## config.mk

```make
export PLATFORM = sky130hd
export DESIGN_NAME = everloop_frame_buffer
export DESIGN_NICKNAME = d
export VERILOG_FILES = /design/src/rtl/everloop_pkg.sv /design/src/rtl/everloop_fb_bank.sv /design/src/rtl/everloop_frame_buffer.sv
export SDC_FILE = /design/constraint.sdc
export NUM_CORES = 2
export LEC_CHECK = 0
export BUFFER_PORTS_ARGS = -buffer_cell sky130_fd_sc_hd__buf_2
export CAP_MARGIN = 10
export CORE_UTILIZATION = 25
export DETAILED_ROUTE_END_ITERATION = 6
export PLACE_DENSITY = 0.42
export SYNTH_ARGS = -nofsm -noshare
export SYNTH_HDL_FRONTEND = slang
export SYNTH_SLANG_ARGS = --single-unit
```

## constraint.sdc

```tcl
create_clock -name clk -period 8.8 [get_ports clk]
set_clock_uncertainty 0.1 [all_clocks]
set_input_delay 1.32 -clock clk [delete_from_list [all_inputs] [get_ports clk]]
set_output_delay 1.32 -clock clk [all_outputs]
set_load 0.005 [all_outputs]
```

## src/rtl/everloop_pkg.sv

```systemverilog
// everloop_pkg: shared frame-buffer constants and swap FSM state encoding
package everloop_pkg;
  localparam int EVERLOOP_N_BYTES = 141;
  localparam int EVERLOOP_ADDR_W  = 8;
  typedef enum logic {IDLE = 1'b0, ARMED = 1'b1} swap_state_e;
endpackage

```

## src/rtl/everloop_fb_bank.sv

```systemverilog
// everloop_fb_bank: N_BYTES x 8 RAM, synchronous write, asynchronous read (out-of-range reads return 0)
module everloop_fb_bank
  import everloop_pkg::*;
#(
  parameter int N_BYTES = EVERLOOP_N_BYTES,
  parameter int ADDR_W  = EVERLOOP_ADDR_W
) (
  input  logic              clk,
  input  logic              we_i,
  input  logic [ADDR_W-1:0] waddr_i,
  input  logic [7:0]        wdata_i,
  input  logic [ADDR_W-1:0] raddr_i,
  output logic [7:0]        rdata_o
);
  logic [7:0] mem_q [N_BYTES];
  // write only in-range addresses; contents are never reset
  always_ff @(posedge clk) begin
    if (we_i && waddr_i < ADDR_W'(N_BYTES)) mem_q[waddr_i] <= wdata_i;
  end
  assign rdata_o = (raddr_i < ADDR_W'(N_BYTES)) ? mem_q[raddr_i] : 8'h00;
endmodule

```

## src/rtl/everloop_frame_buffer.sv

```systemverilog
// everloop_frame_buffer: ping-pong LED frame store, swaps banks only in the driver's reset gap (optional EVERLOOP_FB_BRIGHTNESS_EN scaling)
module everloop_frame_buffer
  import everloop_pkg::*;
#(
  parameter int N_BYTES = EVERLOOP_N_BYTES,
  parameter int ADDR_W  = EVERLOOP_ADDR_W
) (
  input  logic              clk,
  input  logic              rst,
  input  logic              wr_en,
  input  logic [ADDR_W-1:0] wr_addr,
  input  logic [7:0]        wr_data,
  input  logic              commit,
  output logic              pending,
  output logic              swap_done,
  input  logic [ADDR_W-1:0] rd_addr,
  output logic [7:0]        rd_data,
  input  logic [7:0]        bright
);
  swap_state_e state_q;
  logic        sel_q, pending_q, swap_done_q;
  logic [7:0]  rdata0, rdata1, raw;
  logic        swap;
  everloop_fb_bank #(.N_BYTES(N_BYTES), .ADDR_W(ADDR_W)) u_bank0 (
    .clk(clk), .we_i(wr_en & sel_q), .waddr_i(wr_addr), .wdata_i(wr_data),
    .raddr_i(rd_addr), .rdata_o(rdata0)
  );
  everloop_fb_bank #(.N_BYTES(N_BYTES), .ADDR_W(ADDR_W)) u_bank1 (
    .clk(clk), .we_i(wr_en & ~sel_q), .waddr_i(wr_addr), .wdata_i(wr_data),
    .raddr_i(rd_addr), .rdata_o(rdata1)
  );
  assign swap = (state_q == ARMED) && (rd_addr == ADDR_W'(N_BYTES));
  // swap FSM: arm on commit, swap once the driver parks at the reset gap address
  always_ff @(posedge clk) begin
    if (rst) begin
      state_q     <= IDLE;
      sel_q       <= 1'b0;
      pending_q   <= 1'b0;
      swap_done_q <= 1'b0;
    end else begin
      swap_done_q <= swap;
      if (swap) begin
        state_q   <= IDLE;
        sel_q     <= ~sel_q;
        pending_q <= 1'b0;
      end else if (state_q == IDLE && commit) begin
        state_q   <= ARMED;
        pending_q <= 1'b1;
      end
    end
  end
  assign pending   = pending_q;
  assign swap_done = swap_done_q;
  assign raw       = sel_q ? rdata1 : rdata0;
`ifdef EVERLOOP_FB_BRIGHTNESS_EN
  logic [15:0] scaled;
  assign scaled  = {8'h00, raw} * {7'h00, ({1'b0, bright} + 9'd1)};
  assign rd_data = scaled[15:8];
`else
  logic unused_bright;
  assign unused_bright = ^bright;
  assign rd_data       = raw;
`endif
endmodule

```

==> run_results.csv <==
group,metric,value,unit
route,routed-via-count,41700,
route,first_pass_iters,5,
sta,rsz0062_at_grt,"no",
die,io_pins,46,
sta,relSlewSlack,17.9,%
critical_path,path_class,"input port to primary output",
clock_tree,clockBufferDepth,4,
synth,avgSynthCellArea,21.9,µm²
power_and_ir_drop,power,23.0,mW
power_and_ir_drop,irDropWorstVdd,0.182,mV
synth,synth_nets,4055,
clock_tree,clk_latency,860,ps
sta,min_period,6710,ps
synth,seq_area_frac_synth,77.1,%
critical_path,worst_path_largest_cell_delay,710,ps
power_and_ir_drop,p_leak,30.5,nW
worst_hold_path,min_path_type,"flip-flop to flip-flop",
power_and_ir_drop,p_per_area,227,nW/µm²
die,die_x,595,µm
critical_path,crit_chain,"buf_8, buf_12, mux4_2, mux2i_1, o22ai_1, o32ai_1, a21oi_1, a211o_1, buf_2",
sta,worst_pin_slew,1230,ps
clock_tree,cts_tree,"done",
critical_path,cp_max_fo,54,
synth,yosysTopAreaCell,"edfxtp_1",
clock_tree,cts_inserted_buffers,247,
route,drt-total-wl,263000,µm
die,initial_utilization,25.1,%
clock_tree,clkTransAtPathRegs,60,ps
run,maxCapViolCount,0,
global_routing,antenna_found_initial,20,
synth,yosys_warnings,0,
synth,synth_edf_count,2256,
critical_path,cp-end-kind,"primary output",
die,die_area,354000,µm²
synth,ys_seq_elements,2259,
clock_tree,ctsHoldBuffers,0,
synth,synth.most_common_cell,"edfxtp_1",
layout,nets,4211,
synth,synthFlopType,"edfxtp_1",
die,num_rows,217,
clock_tree,clock_sinks,2259,
sta,finalSetupViolCount,0,
synth,synth_top_area_share,77.1,%
status,status,"finished, final reports clean",
sta,fin_setup_tns,0,ps
synth,synthCells,4019,
route,dr_wl_met2,128000,µm
route,drt_iter0_drc,3756,
global_routing,overflow,0,
placed_design,gp_congestion,0.768,
sta,drv_slew,0,
global_routing,grt_usage,14.6,%
global_routing,grt_pass1_vias,43600,
die,fp.coreArea,350000,µm²
route,wl_met3,13400,µm
synth,ys_top_cells_by_count,"edfxtp_1, mux4_2, nor2_1, mux2i_1, nand2_1",
clock_tree,htree_num_levels,4,
synth,synth.area.top_cells,"edfxtp_1, mux4_2, mux2i_1",
sta,fin_hold_ws,429,ps
worst_hold_path,holdPathStages,2,
route,viasPerCell,4.64,
route,ant_nets,0,
sta,period_share,76.3,%
layout,area_growth,15.4,%
critical_path,arrival,5290,ps
route,dr.max_layer_used,"met4",
global_routing,grt_max_degree,185,
die,die_h,595,µm
critical_path,crit_path_start_kind,"input port",
clock_tree,clockRootBuffer,"clkbuf_16",
route,drc,0,
global_routing,grt_pass1_wl,364000,µm
synth,synth_cell_type_count,63,
critical_path,reg2regPathDepth,4,
critical_path,crit_path_top_delay_cell,"o32ai_1",
placed_design,port_buffers,37,
route,wire_per_inst,29.3,µm
placed_design,dp_hpwl,158000,µm
critical_path,required,7380,ps
sta,fmax,149,MHz
sta,finalHoldViolCount,0,
synth,synth-async-reset-ratio,0,%
route,wl_met1,116000,µm
clock_tree,post_cts_buffers,0,
layout,layout-drive-gt1-share,25.2,%
clock_tree,ctsResizeCount,0,
synth,syn_area,87900,µm²
-- sequential cells by signal, indices dropped and copies added, names as in the netlist --
name and flops:
swap_done 1, sel_q 1, pending 1, u_bank0.mem_q 1128, u_bank1.mem_q 1128
-- layout make-up --
cell class | count | area [µm²]
antenna | 4 | 10.0
clock buffer | 314 | 6520
clock inverter | 132 | 1140
fill | 34200 | 248000
inverter | 4 | 27.5
multi-input combinational | 1516 | 18800
sequential | 2259 | 67800
tap | 4599 | 5750
timing repair buffer | 147 | 1430
-- layer usage --
| layer | up-vias | global-route usage (%) |
|---|---|---|
| met1 | 23000 | 19.9 |
| li1 | 17200 | - |
| met4 | 0 | 3.59 |
| met5 | - | 0 |
| met2 | 1126 | 24.2 |
| met3 | 336 | 2.43 |
-- path summary, 6_finish.rpt --
kind	slack [ps]	endpoint	startpoint
setup / recovery	2090	rd_data[2]	rd_addr[0]
hold / removal	430	swap_done	pending
setup reg to reg	5660	u_bank1.mem_q[120][1]	sel_q
hold reg to reg	430	swap_done	pending
-- worst max-delay path, delay by kind of cell --
kind / cells / cell delay, ps
buffers and inverters: 3 / 1110
multiplexers: 2 / 840
AO/OA/AOI/OAI: 4 / 1780
-- layout by cell type (no fill, tap or decap), types with 6 or more instances in the layout --
cell type and n:
a21oi_1 41, clkinvlp_4 9, buf_8 10, clkbuf_16 249
a31oi_1 10, nor2b_1 20, buf_2 26, o21ai_0 34
edfxtp_1 2256, clkinv_1 58, o221ai_1 7, clkbuf_1 61
o22ai_1 40, a221oi_1 17, clkinv_2 40, nand3_1 26
o211ai_1 10, nand2_1 94, nor3_1 9, mux2i_1 153
nand3_2 6, bufinv_16 18, nor2_1 319, buf_12 25
nand2_2 11, o21ai_1 7, a32oi_1 10, buf_4 85
a22oi_1 27, mux4_2 589
-- where the power goes --
part / switching, mW / internal (mW)
Combinational: 0.811 / 0.389
Sequential: 0.00262 / 11.8
Clock: 4.26 / 5.72
Total: 5.07 / 18.0
-- cell families after synthesis --
kind of cell	Yosys count	synth area share (%)
DFF	2259	77.1
muxes	746	16.9
and+or+nand+nor	525	2.49
AOI/OAI and AO/OA	244	1.89
buffers and inverters	244	1.58
xor gates and xnor gates	1	0.00997
-- stage by stage --
step / setup WS, ps / util (%) / std cells / instance area (µm²)
6_report: 2090 / 29.0 / 8975 / 101000
2_1_floorplan: 3970 / - / 4019 / 87900
3_3_place_gp: 1970 / 26.8 / 8525 / 93800
4_1_cts: 1960 / 29.0 / 8971 / 101000
3_5_place_dp: 1980 / 26.8 / 8525 / 93800
5_1_grt: 1820 / 29.0 / 8972 / 101000
No activity file was read; power rests on OpenSTA's default activity.
